$ cat config.mk
export PLATFORM = sky130hd
export DESIGN_NAME = eth_txbackoff
export DESIGN_NICKNAME = d
export VERILOG_FILES = /design/src/rtl/eth_txbackoff_pkg.sv /design/src/rtl/eth_txbackoff_lfsr.sv /design/src/rtl/eth_txbackoff.sv
export SDC_FILE = /design/constraint.sdc
export NUM_CORES = 1
export LEC_CHECK = 0
export ABC_AREA = 0
export ABC_CLOCK_PERIOD_IN_PS = 2210
export CORE_AREA = 3 3 89 91
export CTS_CLUSTER_DIAMETER = 200
export DETAILED_ROUTE_END_ITERATION = 6
export DIE_AREA = 0 0 92 94
export PLACE_DENSITY = 0.64
export SLEW_MARGIN = 20
export SYNTH_ARGS = -nofsm -noshare
export SYNTH_HDL_FRONTEND = slang
export SYNTH_HIERARCHICAL = 1
export SYNTH_SLANG_ARGS = --single-unit
$ cat constraint.sdc
create_clock -name MTxClk -period 2.21 [get_ports MTxClk]
set_input_delay 0.221 -clock MTxClk [delete_from_list [all_inputs] [get_ports MTxClk]]
set_output_delay 0.221 -clock MTxClk [all_outputs]
set_load 0.01 [all_outputs]
$ cat src/rtl/eth_txbackoff_pkg.sv
// eth_txbackoff_pkg
// Constants shared by the transmit backoff scheduler and its LFSR:
// LFSR width, feedback taps and default seed, the truncation limit of
// the exponential backoff range, the slot length in nibbles and the
// retry counter width.
package eth_txbackoff_pkg;

  localparam int LFSR_W      = 10;
  // Feedback polynomial x^10 + x^3 + 1 as zero-based bit positions.
  localparam int LFSR_TAP_HI = 9;
  localparam int LFSR_TAP_LO = 2;

  localparam logic [LFSR_W-1:0] LFSR_SEED_DEFAULT = 10'h3FF;

  localparam int BACKOFF_LIMIT_DEFAULT = 10;
  localparam int SLOT_NIBBLES_DEFAULT  = 128;

  localparam int RETRY_W = 4;
  // Width wide enough to hold an exponent k in 0..RETRY_W-bit max + 1.
  localparam int EXP_W   = 5;
  localparam int NIB_W   = 7;
  localparam int COL_W   = 7;

endpackage

$ cat src/rtl/eth_txbackoff_lfsr.sv
// eth_txbackoff_lfsr
// Free-running 10-bit Fibonacci LFSR (x^10 + x^3 + 1) that supplies the
// random bits for the backoff draw, plus the mask that keeps the low k
// bits of a draw.
// Ports:
//   MTxClk  - transmit nibble clock
//   Reset   - asynchronous, active-high; loads SEED
//   exp_i   - exponent k (number of low bits to keep)
//   lfsr_o  - current LFSR state
//   mask_o  - (2^k)-1, saturated to all ones for k >= LFSR_W
module eth_txbackoff_lfsr
  import eth_txbackoff_pkg::*;
#(
  parameter logic [LFSR_W-1:0] SEED = LFSR_SEED_DEFAULT
) (
  input  logic              MTxClk,
  input  logic              Reset,
  input  logic [EXP_W-1:0]  exp_i,
  output logic [LFSR_W-1:0] lfsr_o,
  output logic [LFSR_W-1:0] mask_o
);

  function automatic logic [LFSR_W-1:0] exp_mask(input logic [EXP_W-1:0] k);
    logic [LFSR_W-1:0] m;
    m = '0;
    for (int i = 0; i < LFSR_W; i++) begin
      if (i < int'(k)) m[i] = 1'b1;
    end
    return m;
  endfunction

  logic [LFSR_W-1:0] lfsr_q;
  logic [LFSR_W-1:0] lfsr_d;

  assign lfsr_d = {lfsr_q[LFSR_W-2:0], lfsr_q[LFSR_TAP_HI] ^ lfsr_q[LFSR_TAP_LO]};

  always_ff @(posedge MTxClk or posedge Reset) begin
    if (Reset) lfsr_q <= SEED;
    else       lfsr_q <= lfsr_d;
  end

  assign lfsr_o = lfsr_q;
  assign mask_o = exp_mask(exp_i);

endmodule

$ cat src/rtl/eth_txbackoff.sv
// eth_txbackoff
// Collision-retry and truncated binary exponential backoff scheduler for
// the MAC transmit path. Counts collisions per frame, draws a random slot
// count on the first jam cycle, times the backoff in nibbles and tracks
// the collision window.
// Optional build macro: ETH_TX_BACKOFF_FORCE_EN adds ForceRandom/ForceValue
// so the draw can be replaced by a fixed value.
// Ports:
//   MTxClk, Reset            - nibble clock, asynchronous active-high reset
//   StateIdle..StateBackOff  - tx FSM state decodes
//   TxDone, TxAbort          - end-of-frame pulses; clear retry state
//   MaxRet                   - retry limit
//   CollValid                - collision window length in bytes
//   RetryCnt, RetryMax       - collisions on this frame, limit reached
//   RandomEq0                - latched random backoff value is zero
//   RandomEqByteCnt          - one-cycle pulse when the backoff has elapsed
//   ColWindow                - still inside the collision window
module eth_txbackoff
  import eth_txbackoff_pkg::*;
#(
  parameter logic [LFSR_W-1:0] LFSR_SEED     = LFSR_SEED_DEFAULT,
  parameter int                SLOT_NIBBLES  = SLOT_NIBBLES_DEFAULT,
  parameter int                BACKOFF_LIMIT = BACKOFF_LIMIT_DEFAULT
) (
  input  logic               MTxClk,
  input  logic               Reset,
  input  logic               StateIdle,
  input  logic               StatePreamble,
  input  logic [1:0]         StateData,
  input  logic               StateJam,
  input  logic               StateBackOff,
  input  logic               TxDone,
  input  logic               TxAbort,
  input  logic [RETRY_W-1:0] MaxRet,
  input  logic [5:0]         CollValid,
`ifdef ETH_TX_BACKOFF_FORCE_EN
  input  logic               ForceRandom,
  input  logic [LFSR_W-1:0]  ForceValue,
`endif
  output logic [RETRY_W-1:0] RetryCnt,
  output logic               RetryMax,
  output logic               RandomEq0,
  output logic               RandomEqByteCnt,
  output logic               ColWindow
);

  localparam logic [NIB_W-1:0] NIB_LAST = NIB_W'(SLOT_NIBBLES - 1);
  localparam logic [EXP_W-1:0] EXP_MAX  = EXP_W'(BACKOFF_LIMIT);

  logic               jam_q;
  logic [RETRY_W-1:0] retry_q, retry_d;
  logic [LFSR_W-1:0]  rand_q, rand_d;
  logic               rand_eq0_q;
  logic [NIB_W-1:0]   nib_q, nib_d;
  logic [LFSR_W-1:0]  slot_q, slot_d;
  logic [COL_W-1:0]   col_q, col_d;

  logic               jam_first;
  logic               clear;
  logic [EXP_W-1:0]   rand_exp;
  logic [LFSR_W-1:0]  lfsr;
  logic [LFSR_W-1:0]  rand_mask;
  logic [LFSR_W-1:0]  draw_src;

  eth_txbackoff_lfsr #(
    .SEED (LFSR_SEED)
  ) u_lfsr (
    .MTxClk (MTxClk),
    .Reset  (Reset),
    .exp_i  (rand_exp),
    .lfsr_o (lfsr),
    .mask_o (rand_mask)
  );

`ifdef ETH_TX_BACKOFF_FORCE_EN
  assign draw_src = ForceRandom ? ForceValue : lfsr;
`else
  assign draw_src = lfsr;
`endif

  assign jam_first = StateJam & ~jam_q;
  assign clear     = TxDone | TxAbort;

  // Exponent for this draw: the collision being counted now, capped.
  always_comb begin
    rand_exp = {1'b0, retry_q} + EXP_W'(1);
    if (rand_exp > EXP_MAX) rand_exp = EXP_MAX;
  end

  // End of frame wins over a coincident first jam cycle.
  always_comb begin
    retry_d = retry_q;
    rand_d  = rand_q;
    if (clear) begin
      retry_d = '0;
      rand_d  = '0;
    end else if (jam_first) begin
      if (retry_q != '1) retry_d = retry_q + RETRY_W'(1);
      rand_d = draw_src & rand_mask;
    end
  end

  // Slot timer runs only in backoff and restarts from zero on every entry.
  always_comb begin
    nib_d  = '0;
    slot_d = '0;
    if (StateBackOff) begin
      if (nib_q == NIB_LAST) begin
        nib_d  = '0;
        slot_d = slot_q + LFSR_W'(1);
      end else begin
        nib_d  = nib_q + NIB_W'(1);
        slot_d = slot_q;
      end
    end
  end

  always_comb begin
    col_d = col_q;
    if (StateIdle) begin
      col_d = '0;
    end else if ((StatePreamble || (StateData != 2'b00)) && (col_q != '1)) begin
      col_d = col_q + COL_W'(1);
    end
  end

  always_ff @(posedge MTxClk or posedge Reset) begin
    if (Reset) begin
      jam_q      <= 1'b0;
      retry_q    <= '0;
      rand_q     <= '0;
      rand_eq0_q <= 1'b1;
      nib_q      <= '0;
      slot_q     <= '0;
      col_q      <= '0;
    end else begin
      jam_q      <= StateJam;
      retry_q    <= retry_d;
      rand_q     <= rand_d;
      rand_eq0_q <= (rand_q == '0);
      nib_q      <= nib_d;
      slot_q     <= slot_d;
      col_q      <= col_d;
    end
  end

  assign RetryCnt  = retry_q;
  assign RetryMax  = (retry_q >= MaxRet);
  assign RandomEq0 = rand_eq0_q;
  // Compare in one extra bit so slot_q + 1 can never alias a small RandReg.
  assign RandomEqByteCnt = StateBackOff && (nib_q == NIB_LAST) &&
                           (({1'b0, slot_q} + 11'd1) == {1'b0, rand_q});
  // Window is measured in bytes, i.e. pairs of nibbles.
  assign ColWindow = (col_q[COL_W-1:1] < CollValid);

endmodule
==> run_results.csv <==
group,metric,value,unit
global_route,first_global_vias,2289,
routing,wirelength,5670,µm
min_path,hold_class,"in2async",
routing,drt_iter0_drc,68,
run_status,violations,"setup timing",
setup_path,cp.buffers_inverters,1,
setup_path,slowest_delay,0.40,ns
floorplanning,die_width,92,µm
logic_synthesis,synth.avg_cell_area,9.43,µm²
setup_path,cp-end-kind,"output pin",
sta,rsz0062_at_grt,"yes",
logic_synthesis,postSynthCellCount,308,
clock_tree,h-tree-depth,2,
finish,fin_area,0.00362,mm²
logic_synthesis,synth_area,0.00291,mm²
global_route,grt_usage,14.6,%
routing,ant_nets,0,
sta,setup_slack,-0.0783,ns
finish,area_growth,24.7,%
placement,post-dp-hpwl,4150,µm
floorplanning,num_rows,31,
floorplanning,die_y,94,µm
setup_path,crit_path_max_fanout,3,
clock_tree,clkTransAtPathRegs,0.09,ns
finish,nNetsFinal,396,
sta,relSlewSlack,65.7,%
sta,finalCritPeriodShare,104,%
global_route,grt_start_max_net_pins,41,
finish,seq_area,0.00127,mm²
sta,post-route-min-period,2.29,ns
clock_tree,cts_max_path_buffers,2,
logic_synthesis,synth_area_leaders,"dfrtp_1 (34%), dfstp_2 (9.9%), ha_1 (6.0%), xnor2_1 (6.0%), xor2_1 (4.2%)",
global_route,gr-total-overflow,0,
setup_path,path_cells,"ha_4 -> nand3_4 -> nor2_4 -> xnor2_2 -> nor4_4 -> o311ai_2 -> nor4b_2 -> buf_2",
setup_path,crit_type,"reg2out",
setup_path,path_depth,8,
logic_synthesis,synth_xor_xnor_area_share,10.2,%
pwr,p_leak,1.65,nW
finish,finish.utilization,50.2,%
sta,finClkSkew,0.00730,ns
logic_synthesis,synth_edf_count,0,
sta,hold_ws,0.360,ns
global_route,antenna_found_initial,0,
clock_tree,tritoncts,"done",
logic_synthesis,yosysWarnings,6,
finish,drive_gt1_share,21.2,%
setup_path,cp_top_family,"simple AND/OR/NAND/NOR gates",
sta,hold_viol_final,0,
finish,fill_cells,702,
floorplanning,dieArea,0.00865,mm²
sta,worst_pin_slew,0.514,ns
logic_synthesis,ys_seq_area_share,43.5,%
placement,dp_cells,452,
finish,diodes,0,
logic_synthesis,synthSimpleGateAreaFrac,24.2,%
clock_tree,root_buffer,"clkbuf_8",
routing,vias,2235,
clock_tree,cts_num_sinks,50,
clock_tree,cts_inserted_buffers,5,
logic_synthesis,muxShareOfSynthArea,0.689,%
routing,wl_per_cell,12.3,µm
sta,setup-violations-final,1,
setup_path,arrival,2.07,ns
pwr,peakVddDrop,0.000277,V
clock_tree,insertion_delay,0.31,ns
setup_path,crit_path_start_kind,"flop",
placement,placed_area,0.00345,mm²
routing,first_pass_iters,4,
finish,post_layout_nonfiller_instances,462,
sta,setup-tns-final,-0.0783,ns
logic_synthesis,synth_compound_area_share,8.61,%
routing,drcViolationCount,0,
floorplanning,core-area,0.00721,mm²
logic_synthesis,yosysMostFrequentCell,"dfrtp_1",
floorplanning,start_util,40.3,%
sta,fmax,437,MHz
placement,gp_congestion,0.827,
sta,slew_viol_final,0,
placement,post-place-ws,-0.245,ns
routing,via_per_inst,4.84,
logic_synthesis,synth_area_leader_cell,"dfrtp_1",
logic_synthesis,synth_top_family_by_area,"simple AND/OR/NAND/NOR gates",
floorplanning,io_pins,28,
pwr,power_density,476,mW/mm²
setup_path,reg2reg_setup_slack,0.13,ns
logic_synthesis,ys_top_cells_by_count,"dfrtp_1 (39), nand2_1 (29), nor2_1 (26)",
logic_synthesis,yosys_register_bits,50,
finish,multi_input_area,0.00154,mm²
clock_tree,cts_hold_buf,0,
flow_run,max_cap_viol_count,0,
logic_synthesis,synth_top_area_share,33.6,%
logic_synthesis,ys_types,46,
logic_synthesis,synth-main-ff-cell,"dfrtp_1",
logic_synthesis,async_flop_share,100,%
run_status,outcome,"finished with violations",
placement,portBuffers,27,
global_route,grt_first_pass_wirelength,10200,µm
pwr,total_power,1.72,mW
setup_path,worst-endpoint-required,1.99,ns
setup_path,slowest_stage,"dfrtp_1",
setup_path,ff2ff_path_depth,8,
logic_synthesis,synth-adder-area-share,6.37,%
## worst paths after layout
check	from	endpoint
min in group MTxClk	u_lfsr/lfsr_o[4]	u_lfsr/lfsr_o[5]
min reg2reg	u_lfsr/lfsr_o[4]	u_lfsr/lfsr_o[5]
max in group asynchronous	Reset	RetryCnt[0]
min	Reset	rand_q[8]
max reg2reg	RetryCnt[0]	rand_q[0]
max	slot_q[0]	RandomEqByteCnt
## cells by family after synthesis
| family | Yosys count |
|---|---|
| other | 1 |
| DFF | 50 |
| buffers and inverters | 35 |
| muxes | 2 |
| xor gates and xnor gates | 34 |
| and+or+nand+nor | 129 |
| AOI/OAI and AO/OA | 42 |
| adders and majority gates | 15 |
## final cells by class
cell class                      instances  share of cell area, %
Sequential cell                        50                   35.0
Clock buffer                            8                   3.07
Multi-Input combinational cell        227                   42.5
Inverter                               16                   1.66
Timing Repair Buffer                   62                   14.4
Tap cell                               99                   3.42
## sequential cells by signal, indices dropped and copies added, names as in the netlist
register	cells
rand_q	10
slot_q	10
u_lfsr/lfsr_o	10
col_q	7
nib_q	7
RetryCnt	4
RandomEq0	1
jam_q	1
## worst register-to-register path, cell delays in order, from the launching register on
cell     delay (ns)
dfrtp_2        0.42
buf_4          0.16
ha_2           0.23
nor3_1         0.22
a21oi_2        0.07
or4_4          0.53
or2_1          0.21
nand3_1        0.06
a21oi_1        0.06
## layer usage
metal | vias to the layer above | global-route usage [%] | share of wire (%)
met5 | - | 0 | 0
met4 | 0 | 4.08 | 1.2
met3 | 6 | 3.29 | 2.9
met2 | 22 | 25.5 | 49
met1 | 1076 | 18.0 | 47
li1 | 1131 | - | -
## placed cells by master (no fill, tap or decap), types with 2 or more instances in the layout
cell | synthesis | final
a21boi_0 | 2 | 2
a211oi_1 | 2 | 2
or3_1 | 3 | 3
inv_1 | 16 | 16
nand3_1 | 21 | 21
and2_1 | 10 | 10
o21ai_0 | 11 | 11
xor2_1 | 14 | 13
dfstp_2 | 11 | 11
conb_1 | 1 | 5
a21oi_1 | 18 | 17
dfrtp_2 | 0 | 2
nor4_1 | 4 | 3
nor2b_1 | 5 | 5
xnor2_2 | 0 | 2
and3_1 | 5 | 5
mux2i_1 | 2 | 2
xnor2_1 | 20 | 18
nand2_1 | 29 | 29
nor2_1 | 26 | 25
clkbuf_8 | 0 | 6
ha_1 | 14 | 12
dfrtp_1 | 39 | 37
clkdlybuf4s50_1 | 0 | 24
or4_1 | 2 | 2
nand2b_1 | 5 | 5
nand4_1 | 5 | 5
buf_4 | 11 | 35
nor3_1 | 4 | 4
a21o_1 | 3 | 3
## report_power, final
part	leakage [nW]	internal (mW)	switching (mW)
combinational	0.942	0.0812	0.0786
sequential	0.648	0.928	0.0119
clock	0.0566	0.324	0.300
total	1.65	1.33	0.390
## what timing repair did
item	in CTS	in global routing
pin swaps	1	1
hold endpoints to repair	0	0
resized for setup	11	8
gates cloned	0	0
setup endpoints to repair	3	3
setup buffers	1	1
Note: power is estimated with default switching activity, not from simulation.
